File: src/rtl/ffe_pkg.sv
// rtl/ffe_pkg.sv - shared types and helpers for the FFE select mux
package ffe_pkg;

  localparam int DEF_DATA_WIDTH = 12;

  typedef enum logic {
    RUN   = 1'b0,
    BLANK = 1'b1
  } state_t;

  function automatic int clog2(input int n);
    int r;
    r = 0;
    for (int i = 0; i < 31; i++) begin
      if ((1 << i) < n) r = i + 1;
    end
    return r;
  endfunction

endpackage

File: src/rtl/ffe_mux_nx1_comb.sv
// rtl/ffe_mux_nx1_comb.sv - combinational N:1 slice selector
module ffe_mux_nx1_comb
  import ffe_pkg::*;
#(
  parameter int DATA_WIDTH = DEF_DATA_WIDTH,
  parameter int NUM_IN     = 4,
  parameter int SEL_W      = (clog2(NUM_IN) < 1) ? 1 : clog2(NUM_IN)
) (
  input  logic [NUM_IN*DATA_WIDTH-1:0] i_data,
  input  logic [SEL_W-1:0]             i_sel,
  output logic [DATA_WIDTH-1:0]        o_data
);

  // Selects beyond NUM_IN yield zero rather than an out-of-bounds slice.
  always_comb begin
    o_data = '0;
    for (int i = 0; i < NUM_IN; i++) begin
      if (i_sel == SEL_W'(i)) o_data = i_data[i*DATA_WIDTH +: DATA_WIDTH];
    end
  end

endmodule

File: src/rtl/ffe_sel_mux_sync.sv
// rtl/ffe_sel_mux_sync.sv - registered N:1 channel selector with handshaked
// source switch and post-switch output blanking
module ffe_sel_mux_sync
  import ffe_pkg::*;
#(
  parameter int DATA_WIDTH   = DEF_DATA_WIDTH,
  parameter int NUM_IN       = 4,
  parameter int BLANK_CYCLES = 3,
  localparam int SEL_W       = (clog2(NUM_IN) < 1) ? 1 : clog2(NUM_IN)
) (
  input  logic                         clk,
  input  logic                         rst,
  input  logic [NUM_IN*DATA_WIDTH-1:0] in_data,
  input  logic                         in_valid,
  input  logic                         sel_req_valid,
  input  logic [SEL_W-1:0]             sel_req,
  output logic                         sel_req_ready,
  output logic [DATA_WIDTH-1:0]        out_data,
  output logic                         out_valid,
  output logic [SEL_W-1:0]             cur_sel,
  output logic                         sel_err
);

  localparam int CNT_W = (clog2(BLANK_CYCLES + 1) < 1) ? 1 : clog2(BLANK_CYCLES + 1);
  localparam logic [CNT_W-1:0] CNT_LOAD = (BLANK_CYCLES > 0) ? CNT_W'(BLANK_CYCLES - 1) : '0;
  localparam logic [SEL_W:0]   NUM_IN_L = (SEL_W + 1)'(NUM_IN);

  state_t                  r_state, w_nxt_state;
  logic [CNT_W-1:0]        r_cnt, w_nxt_cnt;
  logic [SEL_W-1:0]        r_cur_sel, w_nxt_sel;
  logic [DATA_WIDTH-1:0]   r_out_data, w_nxt_data;
  logic                    r_out_valid, w_nxt_valid;
  logic                    r_sel_err, w_nxt_err;
  logic [DATA_WIDTH-1:0]   w_mux_data;
  logic                    w_accept;
  logic                    w_req_oor;

  ffe_mux_nx1_comb #(
    .DATA_WIDTH (DATA_WIDTH),
    .NUM_IN     (NUM_IN),
    .SEL_W      (SEL_W)
  ) u_mux (
    .i_data (in_data),
    .i_sel  (r_cur_sel),
    .o_data (w_mux_data)
  );

  assign sel_req_ready = (r_state == RUN);
  assign w_accept      = sel_req_valid & sel_req_ready;
  assign w_req_oor     = ({1'b0, sel_req} >= NUM_IN_L);

  always_comb begin
    w_nxt_state = r_state;
    w_nxt_cnt   = r_cnt;
    w_nxt_sel   = r_cur_sel;
    w_nxt_data  = w_mux_data;
    w_nxt_valid = in_valid;
    w_nxt_err   = 1'b0;
    case (r_state)
      RUN: begin
        // The word registered on the accepting edge still comes from the old channel.
        if (w_accept) begin
          if (w_req_oor) begin
            w_nxt_err = 1'b1;
          end else if (sel_req != r_cur_sel) begin
            w_nxt_sel = sel_req;
            if (BLANK_CYCLES > 0) begin
              w_nxt_state = BLANK;
              w_nxt_cnt   = CNT_LOAD;
            end
          end
        end
      end
      BLANK: begin
        w_nxt_data  = '0;
        w_nxt_valid = 1'b0;
        if (r_cnt == '0) w_nxt_state = RUN;
        else             w_nxt_cnt   = r_cnt - CNT_W'(1);
      end
      default: w_nxt_state = RUN;
    endcase
  end

  always_ff @(posedge clk) begin
    if (rst) begin
      r_state     <= RUN;
      r_cnt       <= '0;
      r_cur_sel   <= '0;
      r_out_data  <= '0;
      r_out_valid <= 1'b0;
      r_sel_err   <= 1'b0;
    end else begin
      r_state     <= w_nxt_state;
      r_cnt       <= w_nxt_cnt;
      r_cur_sel   <= w_nxt_sel;
      r_out_data  <= w_nxt_data;
      r_out_valid <= w_nxt_valid;
      r_sel_err   <= w_nxt_err;
    end
  end

  assign out_data  = r_out_data;
  assign out_valid = r_out_valid;
  assign cur_sel   = r_cur_sel;
  assign sel_err   = r_sel_err;

endmodule

File: config.mk
export PLATFORM = sky130hd
export DESIGN_NAME = ffe_sel_mux_sync
export DESIGN_NICKNAME = d
export VERILOG_FILES = /design/src/rtl/ffe_pkg.sv /design/src/rtl/ffe_mux_nx1_comb.sv /design/src/rtl/ffe_sel_mux_sync.sv
export SDC_FILE = /design/constraint.sdc
export NUM_CORES = 1
export LEC_CHECK = 0
export BUFFER_PORTS_ARGS = -buffer_cell sky130_fd_sc_hd__buf_2
export CORE_MARGIN = 2
export CORE_UTILIZATION = 35
export CTS_BUF_LIST = sky130_fd_sc_hd__clkbuf_16
export CTS_CLUSTER_SIZE = 20
export DETAILED_ROUTE_END_ITERATION = 16
export PLACE_DENSITY = 0.74
export SYNTH_ARGS = -nofsm -noshare
export SYNTH_HDL_FRONTEND = slang
export SYNTH_SLANG_ARGS = --single-unit
File: constraint.sdc
create_clock -name clk -period 1.2 [get_ports clk]
set_input_delay 0.12 -clock clk [delete_from_list [all_inputs] [get_ports clk]]
set_output_delay 0.12 -clock clk [all_outputs]
set_load 0.01 [all_outputs]
======== After elaboration in Yosys (flattened, before gate mapping) ========
Index checks and enable logic that the tools add are counted.
storage, ports and cells
  logic and storage cells ................. 32
  output and inout port bits .............. 17
  input port bits ......................... 54
  bits in registers ....................... 18
cells by class
  bitwise operators ....................... 2
  reduce and logical (&&, ||, !) cells .... 5
  muxes and demuxes ....................... 12
  equality and inequality tests ........... 7
  add/sub/neg operators ................... 1
operators with widths
  cell                 number
  $mux 12              4
  $mux 2               3
  $reduce_and 3->1     2
  $eq 2x2->1 const B   2
  $logic_not 2->1      2
  $ne 2x1->1 const B   2
  $pmux 2 s2           1
  $mux 1               3
  $eq 2x1->1 const B   1
  $ne 2x2->1           1
  $ne 2x2->1 const B   1
  $pmux 1 s2           1
  $reduce_or 2->1      1
  $sub 2x1->2 const B  1
  $and 1x1->1          1
  $not 1->1            1

======== Longest topological paths before layout ========
  depth in word-level cells ............... 5
  depth in mapped cells ................... 5
  gate-level depth less buffers ........... 5

======== Hierarchy ========
Synthesis repeated with hierarchy kept, for this count alone.
unflattened totals
  cell total of the unflattened synthesis .. 69
  area total of the unflattened synthesis .. 918.4 µm²
by module, submodules not included
  module            cells an instance  area each (µm²)  times used  seq. area each (µm²)
  ffe_sel_mux_sync  55                 624.3            1           360.3
  ffe_mux_nx1_comb  14                 294.0            1           0.0

======== Worst setup path before layout ========
OpenSTA, ideal clock, no wires.
  kind .................................... flip-flop to flip-flop
  start ................................... reg r_cur_sel[0] (netlist: cur_sel[0])
  end ..................................... reg r_out_data[11] (netlist: out_data[11])
  setup time .............................. 127 ps
  data arrival time ....................... 1253 ps
  stages on the path, launching flop included .. 5
  path slack .............................. -180 ps
  buffers on the path ..................... 2
  clock period less this slack ............ 1380 ps
  path through ............................ dfxtp_1 buf_6 buf_12 mux4_2 nor2b_4
on the way
  cells in the longest elaborated chain, start to end .. 5
RTL lines
  element                 RTL line                RTL
  from (decl)             ffe_sel_mux_sync.sv:30  logic [SEL_W-1:0] r_cur_sel, w_nxt_sel;
  from (signal assigned)  ffe_sel_mux_sync.sv:95  r_cur_sel <= w_nxt_sel;
  $logic_not 2->1         ffe_mux_nx1_comb.sv:18  if (i_sel == SEL_W'(i)) o_data = i_data[i*DATA_WIDTH +: DATA_WIDTH];
  $mux 12 (3 in a row)    ffe_mux_nx1_comb.sv:18
  $mux 12 (*)             ffe_mux_nx1_comb.sv:18
  to (signal assigned)    ffe_sel_mux_sync.sv:96  r_out_data <= w_nxt_data;
  to (decl)               ffe_sel_mux_sync.sv:31  logic [DATA_WIDTH-1:0] r_out_data, w_nxt_data;
Mark *: on every way between the ends. The rest lies on a longest branch, timed or not.
A chain may end at the register's enable or synchronous reset.

======== Worst setup path in the final report ========
  start ................................... reg r_cur_sel[0] (netlist: cur_sel[0])
  end ..................................... reg r_out_data[8] (netlist: out_data[8])
The elaborated chain is that of the path after synthesis.

==> metrics <==
ys async rst share=0; Initial Util=0.373; Synth Area in Compound Gates=0.0255; YS warnings=0; Multi-input gate area=just over 500 sq um; Crit Path Max Fanout=9; register area=365 sq um; Die H=55.6 um; worst path required time=approximately 1300 ps; Ant. Diodes=0; most instantiated library cell after synthesis=dfxtp_1; Synth area leader=dfxtp_1; fin cells=around 170; syn avg cell area=13.1 sq um; min Tclk post-route=1250 ps; placed insts=170; top cell type's share of synthesized area=0.387; Hold Crit Start=in_valid; gr usage total=0.155; initial antenna violation count=0; die area=0.00309 sq mm; vias in the first global route=between 800 and 900; adder-cell share of the synthesized area=0.0134; routed vias=approximately 800; number of antenna-violating nets in the routed design=0; cts hold-fix bufs=0; CTS Root Cell=clkbuf_16; Synthesized Nets=126; Crit path max-delay family=multiplexers; Final nets=200; worst hold path type=in2reg; H-tree levels=1; DRC viols=0; EDFF count, synth=0; initial DRC count=6; Synth cell types=24; RePlAce Congestion=0.752; final hold slack=86.4 ps; critical path cell sequence=buf_12 -> mux4_2 -> nor2b_1; routed wire length=2280 um; violated checks=setup timing; Core ar.=0.00250 sq mm; I/O Buffers=69; Commonest cells post-synth=18 x dfxtp_1, 13 x nor2b_1, 8 x mux4_2, 4 x inv_1, 4 x mux4_1; achievable clock frequency=797 MHz; CTS tree=yes; part of the cycle the worst path needs=1.05; top_reg_cell synth=dfxtp_1; ranking of synthesized cells by area=dfxtp_1 39%, mux4_2 19%, mux4_1 11%; first-pass GRT wire length=3620 um; worst slack, placed=-109 ps; Syn Inst Count=71; Clock transition at path regs=50 ps; critical path buffer and inverter count=1; grt ovf=0; synth-to-layout area growth=53.8%; routed length per instance=between 10 and 15 um; Setup Fix Bufs, Post-CTS=0; clock skew=1.20 ps; Num CTS Buffers=3; RSZ-0062 raised after global routing=true; crit end category=flip-flop; multiplexer share of the synthesized area=0.340; hold endpoint=out_valid; drt pass-1 iters=2; # IOs=71; crit-path max cell delay=490 ps; Worst Reg2Reg Path Length in Cells=3; row count=18; Post-Synth Simple-Gate Area=0.136; final worst setup slack=-54.9 ps; worst hold path depth=3; run status=finished with violations; post-synthesis xor/xnor area fraction=0.0282; die width=about 56 um; Worst R2R End=out_data[8]; Max-Cap Viols=0; synthesized area=around 930 sq um; arrival time worst endpoint=~1400 ps; #FFs+latches synth=18; register area share after synthesis=0.387; r2r startpoint=cur_sel[0]; endpoints failing hold=0; CTS Buffer Depth=2; type of origin of the critical path=flip-flop; Via density=4.64; TritonCTS Sinks=18; critical path's slowest cell=mux4_2; Crit Path Category=reg2reg; r2r setup slk=-50 ps; power per cell area=~1200 mW/mm^2; static leakage power=0.678 nW; Final HPWL DP=about 1900 um; Layout fillers=223; final slew viol count=0; largest net degree at the start of global routing=14; share of layout cells above drive strength 1=0.681; Clock Latency Late Sink=between 200 and 300 ps; largest family of logic cells by synthesized area=multiplexers; Worst VDD drop=1.26 mV; # setup viols final=12
[final cells by class]
class	instances	share of cell area
multi-input combinational	44	0.360
clock buffer	3	0.0524
tap	30	0.0262
sequential	18	0.255
clock inverter	1	0.00262
timing repair buffer	74	0.293
inverter	4	0.0105
[flip-flops by register name (all words and copies together) (netlist names)]
| register | cells |
|---|---|
| out_data | 12 |
| cur_sel | 2 |
| r_state | 1 |
| out_valid | 1 |
| r_cnt | 2 |
[how the worst max path moves through the flow]
stage | from | to | slack (ps) | cells after the start
after CTS | cur_sel[0] | out_data[6] | -60 | 3
after floorplan | cur_sel[0] | out_data[11] | -130 | 4
final | cur_sel[0] | out_data[8] | -50 | 3
after global placement | cur_sel[0] | out_data[4] | -70 | 3
after global routing | cur_sel[0] | out_data[8] | -100 | 3
after detailed placement | cur_sel[0] | out_data[3] | -110 | 3
[layout by cell type, fill, tap and decap left out, types with 2 or more instances in the layout]
master     instances
nor2_1             3
nor2b_1           12
dfxtp_1           16
mux4_2            12
buf_4              2
xor2_1             2
buf_2             69
clkbuf_16          3
inv_1              4
mux2i_1            2
buf_12             3
nor2b_4            2
[routing by layer]
| metal | global-route usage | vias up | share of wire | wire, um |
|---|---|---|---|---|
| li1 | - | 396 | - | - |
| met1 | 0.141 | 373 | 0.35 | 799 |
| met2 | 0.294 | 35 | 0.56 | 1280 |
| met3 | 0.0651 | 4 | 0.077 | 175 |
| met4 | 0.0662 | 0 | 0.015 | 34 |
| met5 | 0 | - | 0 | 0 |
[power breakdown]
part	switching, mW	internal [mW]	total (mW)
Clock	0.220	0.443	0.663
Sequential	0.0203	0.653	0.674
Combinational	0.164	0.257	0.422
[what timing repair did]
item,4_1_cts,5_1_grt
setup endpoints to repair,13,14
pin swaps,0,1
gates resized for setup,6,4
[stage by stage]
step           instance area (sq um)  TNS, ps  power, mW   util
2_1_floorplan                    941    -1190      0.920      -
5_1_grt                         1430     -914       1.85  0.574
3_3_place_gp                    1350     -519       1.08  0.541
6_report                        1430     -406       1.76  0.574
3_5_place_dp                    1350     -713       1.09  0.541
4_1_cts                         1420     -477       1.77  0.568
[kinds of logic (layout without fill, tap and decap cells)]
group / after synthesis / after routing
DFF: 18 / 18
xor gates and xnor gates: 3 / 3
and+or+nand+nor: 20 / 20
AOI/OAI and AO/OA: 4 / 4
other: 1 / 1
muxes: 15 / 15
buffers and inverters: 9 / 82
adders and majority gates: 1 / 1
[worst register-to-register path: stages, from the launching register on]
cell     delay, ps
dfxtp_4        370
buf_12         130
mux4_2         490
nor2b_1        140
No activity file was read; power rests on OpenSTA's default activity.
